File: config.mk
export PLATFORM = sky130hd
export DESIGN_NAME = csa_operand_loader
export DESIGN_NICKNAME = d
export VERILOG_FILES = /design/src/rtl/csa_operand_loader_pkg.sv /design/src/rtl/csa_valid_delay.sv /design/src/rtl/csa_operand_loader.sv
export SDC_FILE = /design/constraint.sdc
export NUM_CORES = 1
export LEC_CHECK = 0
export BUFFER_PORTS_ARGS = -buffer_cell sky130_fd_sc_hd__buf_2
export CAP_MARGIN = 20
export CORE_ASPECT_RATIO = 1.75
export CORE_UTILIZATION = 48
export DETAILED_ROUTE_END_ITERATION = 8
export PLACE_DENSITY = 0.74
export SLEW_MARGIN = 20
export SYNTH_ARGS = -nofsm -noshare
export SYNTH_HDL_FRONTEND = slang
export SYNTH_SLANG_ARGS = --single-unit
File: constraint.sdc
create_clock -name clk -period 2 [get_ports clk]
set_clock_uncertainty 0.2 [all_clocks]
set_input_delay 0.3 -clock clk [delete_from_list [all_inputs] [get_ports clk]]
set_output_delay 0.3 -clock clk [all_outputs]
set_load 0.02 [all_outputs]
File: src/rtl/csa_operand_loader_pkg.sv
`default_nettype none
// ============================================================================
//  Module      : csa_operand_loader_pkg
//  Description : Shared constants and state encoding for the six-operand
//                carry-save adder operand loader.
//  Revision    : 1.0 - initial release
// ============================================================================
package csa_operand_loader_pkg;

  // Operands per adder group (slots a..f).
  localparam int NUM_OPS = 6;

  // Default adder latency, sampled operands to result valid.
  localparam int CSA_LAT_DEFAULT = 3;

  // Width of the fill counter (holds 0..NUM_OPS-1).
  localparam int CNT_W = 3;

  // FILL : the fill bank can take an operand.
  // STALL: five operands held while an untaken group blocks the output.
  typedef enum logic [0:0] {
    ST_FILL  = 1'b0,
    ST_STALL = 1'b1
  } state_t;

endpackage : csa_operand_loader_pkg
`default_nettype wire

File: src/rtl/csa_valid_delay.sv
`default_nettype none
// ============================================================================
//  Module      : csa_valid_delay
//  Description : DEPTH-stage single-bit shift register. Tracks the adder
//                pipeline so that dout marks the cycle the adder result for a
//                transferred group is valid.
//  Ports       : clk   - clock
//                rst_n - asynchronous active-low reset, clears all stages
//                din   - transfer strobe entering the pipe
//                dout  - last stage of the pipe
//  Revision    : 1.0 - initial release
// ============================================================================
module csa_valid_delay #(
  parameter int DEPTH = 3
) (
  input  logic clk,
  input  logic rst_n,
  input  logic din,
  output logic dout
);

  logic [DEPTH-1:0] r_pipe;

  always_ff @(posedge clk or negedge rst_n) begin
    if (!rst_n) begin
      r_pipe <= '0;
    end else begin
      // The concatenation is one bit wider than the pipe; the cast drops the
      // oldest stage. This form also holds for DEPTH == 1.
      r_pipe <= DEPTH'({r_pipe, din});
    end
  end

  assign dout = r_pipe[DEPTH-1];

endmodule : csa_valid_delay
`default_nettype wire

File: src/rtl/csa_operand_loader.sv
`default_nettype none
// ============================================================================
//  Module      : csa_operand_loader
//  Description : Packs a serial W-bit operand stream into groups of six and
//                presents each group on a..f to a six-operand carry-save
//                adder. Tracks the adder latency and flags res_valid when the
//                adder result for a transferred group is valid.
//  Ports       : clk        - clock, rising edge
//                reset      - asynchronous active-low reset
//                in_valid   - in_data carries an operand
//                in_data    - operand value
//                in_ready   - loader can take an operand this cycle
//                abort      - discard the partially filled group
//                a..f       - operand group to the adder
//                out_valid  - a..f hold a complete, untaken group
//                out_ready  - adder accepts the group this cycle
//                res_valid  - adder result belongs to a transferred group
//                fill_count - operands held in the fill bank (0..5)
//  Revision    : 1.0 - initial release
// ============================================================================
module csa_operand_loader
  import csa_operand_loader_pkg::*;
#(
  parameter int W       = 4,
  parameter int CSA_LAT = CSA_LAT_DEFAULT
) (
  input  logic             clk,
  input  logic             reset,
  input  logic             in_valid,
  input  logic [W-1:0]     in_data,
  output logic             in_ready,
  input  logic             abort,
  output logic [W-1:0]     a,
  output logic [W-1:0]     b,
  output logic [W-1:0]     c,
  output logic [W-1:0]     d,
  output logic [W-1:0]     e,
  output logic [W-1:0]     f,
  output logic             out_valid,
  input  logic             out_ready,
  output logic             res_valid,
  output logic [CNT_W-1:0] fill_count
);

  localparam logic [CNT_W-1:0] C_LAST_SLOT = CNT_W'(NUM_OPS - 1);

  // Fill bank: first five operands of the group being assembled. The sixth
  // operand goes straight from in_data into the output bank.
  logic [W-1:0]     r_slot [0:NUM_OPS-2];
  logic [W-1:0]     r_ops  [0:NUM_OPS-1];
  logic [CNT_W-1:0] r_count;
  logic             r_out_valid;
  state_t           r_state;

  logic             w_accept;
  logic             w_xfer;
  logic             w_last;
  logic             w_issue;
  logic [CNT_W-1:0] w_cnt_nxt;
  logic             w_ov_nxt;

  // STALL is registered as (count==5 && out_valid), so this equals
  // count<5 || !out_valid || out_ready, letting a sixth beat complete on the
  // same edge as an output transfer.
  assign in_ready = reset && ((r_state == ST_FILL) || out_ready);

  assign w_accept = in_valid && in_ready;
  assign w_xfer   = r_out_valid && out_ready;
  assign w_last   = (r_count == C_LAST_SLOT);

  always_comb begin
    w_cnt_nxt = r_count;
    w_ov_nxt  = r_out_valid;
    w_issue   = 1'b0;
    if (w_xfer) begin
      w_ov_nxt = 1'b0;
    end
    // abort wins over any beat in the same cycle, including a sixth one.
    if (abort) begin
      w_cnt_nxt = '0;
    end else if (w_accept) begin
      if (w_last) begin
        w_cnt_nxt = '0;
        w_ov_nxt  = 1'b1;
        w_issue   = 1'b1;
      end else begin
        w_cnt_nxt = r_count + CNT_W'(1);
      end
    end
  end

  always_ff @(posedge clk or negedge reset) begin
    if (!reset) begin
      r_count     <= '0;
      r_out_valid <= 1'b0;
      r_state     <= ST_FILL;
      for (int i = 0; i < NUM_OPS - 1; i++) begin
        r_slot[i] <= '0;
      end
      for (int i = 0; i < NUM_OPS; i++) begin
        r_ops[i] <= '0;
      end
    end else begin
      r_count     <= w_cnt_nxt;
      r_out_valid <= w_ov_nxt;
      r_state     <= ((w_cnt_nxt == C_LAST_SLOT) && w_ov_nxt) ? ST_STALL : ST_FILL;

      if (w_accept && !abort && !w_last) begin
        r_slot[r_count] <= in_data;
      end

      // An issue only happens when the output bank is free or being
      // transferred this cycle, so held groups are never overwritten.
      if (w_issue) begin
        for (int i = 0; i < NUM_OPS - 1; i++) begin
          r_ops[i] <= r_slot[i];
        end
        r_ops[NUM_OPS-1] <= in_data;
      end
    end
  end

  csa_valid_delay #(
    .DEPTH (CSA_LAT)
  ) u_valid_delay (
    .clk   (clk),
    .rst_n (reset),
    .din   (w_xfer),
    .dout  (res_valid)
  );

  assign a          = r_ops[0];
  assign b          = r_ops[1];
  assign c          = r_ops[2];
  assign d          = r_ops[3];
  assign e          = r_ops[4];
  assign f          = r_ops[5];
  assign out_valid  = r_out_valid;
  assign fill_count = r_count;

endmodule : csa_operand_loader
`default_nettype wire

======== Word level (Yosys, flattened, before mapping) ========
Index checks and enable logic that the tools add are counted.
word-level totals
  output and inout bits ................... 30
  bits in latches ......................... 0
  bits of input ports ..................... 9
  memory bits (read-only) ................. 0
  logic and storage cells ................. 46
  memories ................................ 0
  flip-flop bits (word level) ............. 52
  bits in writable memories ............... 0
cells by class
  eq/ne operators ......................... 2
  reductions and logical operators ........ 10
  muxes and demuxes ....................... 14
  shift operators ......................... 0
  $lt $le $gt $ge ......................... 2
  bitwise gates (word level) .............. 2
  div/mod/pow operators ................... 0
  $add $sub $neg .......................... 1
  multiply operators ...................... 0
operator list
  operator                                                  count
  bitwise mux 20 bit                                        1
  demux 4 bit (select 3 bit)                                1
  2-to-1 mux 3 bit                                          3
  2-to-1 mux 1 bit                                          8
  logical AND 1 bit                                         7
  equality test 3 bit, second input constant                2
  greater-or-equal comparator 4 bit, second input constant  1
  < comparator 4 x 1 -> 1 bit, second input constant        1
  2-to-1 mux 4 bit                                          1
  NOT 3 -> 4 bit                                            1
  adder 3 x 1 -> 3 bit, second input constant               1
  logical NOT 1 bit                                         2
  logical OR 1 bit                                          1
  NOT 1 bit                                                 1

======== Longest topological paths before layout ========
  word-level depth ........................ 9
  mapped depth ............................ 5
  depth with buffers taken out ............ 3

======== Hierarchy ========
Synthesis repeated with hierarchy kept, for this count alone.
unflattened totals
  cell total of the unflattened synthesis .. 127
  area total of the unflattened synthesis .. 2031.9 um^2
by module, submodules not included
  module              cells an instance  instances  seq. area each (um^2)  area each (um^2)
  csa_operand_loader  124                1          1226.2                 1956.9
  csa_valid_delay     3                  1          75.1                   75.1

======== Worst setup path before layout ========
No wires, ideal clock.
  path type ............................... register to register
  from .................................... register r_count[1], in the netlist fill_count[1]
  to ...................................... register r_ops, in the netlist f[3]
  slack ................................... -0.167 ns
  stages on the path, launching flop included .. 5
  data arrival time ....................... 1.843 ns
  path buffers ............................ 1
  period minus slack after synthesis ...... 2.167 ns
  cell sequence ........................... dfrtp_1 or3b_4 nor4b_4 buf_6 mux2_2
on the way
  cells in the longest elaborated chain, start to end .. 4
ends and longest elaborated chain
  item                           line                       text
  start, declared                csa_operand_loader.sv:51   logic [CNT_W-1:0] r_count;
  start signal, assigned         csa_operand_loader.sv:104  r_count <= w_cnt_nxt;
  equality test 3 bit            csa_operand_loader.sv:69   assign w_last = (r_count == C_LAST_SLOT);
  2-to-1 mux 1 bit               csa_operand_loader.sv:82   if (w_last) begin
  2-to-1 mux 1 bit               csa_operand_loader.sv:81   end else if (w_accept) begin
  2-to-1 mux 1 bit               csa_operand_loader.sv:79   if (abort) begin
  end signal, assigned by index  csa_operand_loader.sv:116  r_ops[i] <= r_slot[i];
  end signal, assigned by index  csa_operand_loader.sv:118  r_ops[NUM_OPS-1] <= in_data;
  end, declared                  csa_operand_loader.sv:50   logic [W-1:0] r_ops [0:NUM_OPS-1];
Every way passes these cells.
A chain may end at the register's enable or synchronous reset.

======== Worst setup path in the final report ========
  from .................................... register r_count[2], in the netlist fill_count[2]
  to ...................................... register r_ops, in the netlist d[0]
Same word-level chain as after synthesis.

==> run summary <==
GRT
• 0 — antenna violations before repair
• 6.73 mm — wire length of the first global-routing pass
• 1333 — number of global-route vias before repair
• 54 — maximum number of pins on one net before global-route repair
• 0.208 — GRT Util Overall
• 0 — total overflow reported by the global router

Setup path
• 1.99 ns — Req. time, crit path
• sky130_fd_sc_hd__or3b_4 — slowest cell on the critical path
• -0.07 ns — setup slack on the worst flop-to-flop path
• simple AND/OR/NAND/NOR gates — Top delay family on crit path
• flip-flop to flip-flop — crit path kind
• flip-flop — sort of element at the start of the critical path
• 3 — number of buffers and inverters on the critical path
• buf_6 -> or3b_4 -> nor4b_4 -> buf_4 -> buf_8 -> mux2_2 — cell breakdown of the critical path
• 0.40 ns — slowest stage delay, CP
• 2.06 ns — Data arrival, critical path
• flip-flop — Worst setup EP type
• 7 — maximum fanout along the worst path

Clock network
• 0.09 ns — clock-pin slew of the registers on the worst-case setup and hold paths
• 1 — hold buffer count at CTS
• sky130_fd_sc_hd__clkbuf_8 — clock root buffer
• 5 — total CTS buffers
• 52 — sinks on the clock net
• 0.30 ns — Skew-Pair Late Insertion Delay
• built — TritonCTS clock tree
• 2 — deepest level of the CTS H-tree
• 2 — number of buffers on the longest clock path

Min path
• input pin to asynchronous set/reset pin — path class of the lowest-slack min-delay path

Placed design
• 0.920 — last weighted congestion value of the routability-driven placer
• 38 — input/output buffers
• -0.145 ns — pre-CTS WS
• 2.78 mm — Detailed Place HPWL

STA
• 0.573 — headroom to the max-slew limit
• 0 — Max Transition Viols Final
• 24 — setup-violating endpoint count in the final report
• true — RSZ-0062 raised after global routing
• -1.05 ns — sum of negative setup slack
• 0.640 ns — Worst Max-Slew Pin Slew
• -0.0674 ns — worst setup slack after layout
• 0.484 GHz — maximum operating frequency
• 2.07 ns — Tmin final
• 52 — final number of hold-violating endpoints
• 1.03 — Period Utilization, post-route
• -0.0917 ns — worst hold margin

Yosys
• 23 — post-synth cell types
• sky130_fd_sc_hd__dfrtp_1 — cell type with the largest total area after synthesis
• 0.640 — Seq/Total Area, Yosys
• 124 — Gate Count Post-Synth
• 0.640 — area share of the leading cell type in the synthesized netlist
• 16.4 um^2 — post-synthesis area per instance
• 133 — Post-Syn Nets
• 2030 um^2 — post-synthesis instance area
• 1.00 — fraction of registers with async set or reset after synthesis
• sky130_fd_sc_hd__dfrtp_1 — top_reg_cell synth
• 52 — flops & latches, synth
• sky130_fd_sc_hd__dfrtp_1 (64%), sky130_fd_sc_hd__mux2_2 (23%), sky130_fd_sc_hd__nor4b_2 (1.5%), sky130_fd_sc_hd__nor4_2 (1.2%), sky130_fd_sc_hd__nor4b_4 (1.2%) — top post-synthesis cells by area
• 0 — Synthesis Warnings
• 0 — number of flops mapped to enable cells by yosys

Die
• 4510 um^2 — die area
• 4110 um^2 — core outline area
• 51.2 um — floorplan die width
• 0.495 — Starting Density
• 39 — num ports
• 88.1 um — die outline height
• 31 — num rows

Finish
• 201 — Total Nets Final
• 31.4% — area added between synthesis and finish
• 0.637 — fraction of final layout cells sized beyond drive strength 1
• 330 — filler cell count in the final layout
• 0 — antenna cell count

Power
• 0.228 — Switching Fraction
• 0.071 — power share of the combinational group
• 0.00188 W — Final Total Pwr
• 0.706 mV — maximum resistive drop on vdd
• 1.39 nW — Lkg Pwr
• 0.322 — Clk network pwr share
• 0.000428 W — net load switching power
• 0.607 — Flop pwr share
• 702 nW/um^2 — power density over the cells
• 0.00145 W — cell internal power dissipation

Routing
• 0 — antenna-violating nets left
• 4 — First-pass DRT Iterations
• 5.29 — Via density
• 4 — first-iteration detailed-routing DRC count
• 4.16 mm — final wirelength
• 1280 — Vias
• 17.2 um — wire per inst
• 0 — number of DRC violations after detailed routing

Status
• finished, violations left — result of the run
• negative hold slack, negative setup slack — failing checks

Job
• 0 — max-cap viol count

==> metal layers <==
metal	vias up	GRT usage	routed length [um]
li1	577	-	-
met1	659	0.250	1630
met2	37	0.347	2270
met3	7	0.0417	158
met4	0	0.106	105
met5	-	0	0
==> sequential cells by signal, summed over array words and instances, names as in the netlist <==
| register | cells |
|---|---|
| r_slot | 20 |
| d | 4 |
| c | 4 |
| u_valid_delay.r_pipe | 3 |
| a | 4 |
| f | 4 |
| b | 4 |
| fill_count | 3 |
| r_state | 1 |
| out_valid | 1 |
| e | 4 |
==> layout make-up <==
type,count,area [um^2],share of cell area
inverter,2,7.51,0.00281
multi-input combinational,67,792,0.296
timing repair buffer,64,414,0.155
tap,49,61.3,0.0230
sequential,52,1300,0.488
clock buffer,6,82.6,0.0309
clock inverter,2,10.0,0.00375
==> path summary, 6_finish.rpt <==
kind | from | end | cells past startpoint
worst max-delay path | fill_count[2] | d[0] | 6
worst min-delay path | reset | u_valid_delay.r_pipe[2] | 2
worst max register to register | fill_count[2] | d[0] | 6
worst min register to register | u_valid_delay.r_pipe[0] | u_valid_delay.r_pipe[1] | 0
max in group asynchronous | reset | fill_count[2] | 2
min in group clk | out_ready | u_valid_delay.r_pipe[0] | 3
==> stage by stage <==
| step | std cells | hold WS [ns] | utilization | area (um^2) |
|---|---|---|---|---|
| 3_5_place_dp | 224 | 0.139 | 0.579 | 2380 |
| 3_3_place_gp | 224 | 0.133 | 0.579 | 2380 |
| 4_1_cts | 238 | -0.0559 | 0.628 | 2580 |
| 2_1_floorplan | 124 | -0.196 | - | 2040 |
| 5_1_grt | 242 | -0.0265 | 0.650 | 2670 |
| 6_report | 242 | -0.0917 | 0.650 | 2670 |
==> cell families (layout without fill, tap and decap cells) <==
logic type / Yosys count / after routing / synth area share
compound gates: 6 / 6 / 0.0191
simple gates: 17 / 17 / 0.0800
flops: 52 / 52 / 0.640
buf+inv: 5 / 74 / 0.0172
mux: 44 / 44 / 0.244
==> Yosys cell counts, drive strengths merged (2+ instances only) <==
library cell,number
nor4b,3
buf,3
nor2b,2
dfrtp,52
or3,2
nor4,2
inv,2
mux2,44
o21ai,2
nor3b,2
==> power by group through the flow <==
stage | logic (W) | clock network [W] | registers [W]
6_report | 0.000133 | 0.000603 | 0.00114
5_1_grt | 0.000145 | 0.000667 | 0.00114
4_1_cts | 0.000133 | 0.000622 | 0.00114
3_5_place_dp | 0.000127 | 0 | 0.00116
3_3_place_gp | 0.000119 | 0 | 0.00115
2_1_floorplan | 0.0000612 | 0 | 0.00114
==> placed cells by master, fill, tap and decap left out, types with 2 or more instances in the layout <==
| cell | instances |
|---|---|
| sky130_fd_sc_hd__dfrtp_1 | 50 |
| sky130_fd_sc_hd__buf_2 | 38 |
| sky130_fd_sc_hd__mux2_2 | 28 |
| sky130_fd_sc_hd__buf_4 | 20 |
| sky130_fd_sc_hd__mux2_4 | 15 |
| sky130_fd_sc_hd__clkbuf_8 | 6 |
| sky130_fd_sc_hd__nor4b_4 | 3 |
| sky130_fd_sc_hd__buf_6 | 3 |
| sky130_fd_sc_hd__nor3b_1 | 2 |
| sky130_fd_sc_hd__or3_1 | 2 |
| sky130_fd_sc_hd__o21ai_0 | 2 |
| sky130_fd_sc_hd__inv_1 | 2 |
| sky130_fd_sc_hd__nor4_4 | 2 |
| sky130_fd_sc_hd__clkinv_2 | 2 |
| sky130_fd_sc_hd__buf_8 | 2 |
| sky130_fd_sc_hd__dfrtp_2 | 2 |
==> what timing repair did <==
item,4_1_cts,5_1_grt
hold endpoints to repair,53,52
resized for setup,14,17
buffers inserted,4,3
cloned,1,1
pin swaps,0,1
setup endpoints to repair,37,42
Note: power is estimated with default switching activity, not from simulation.
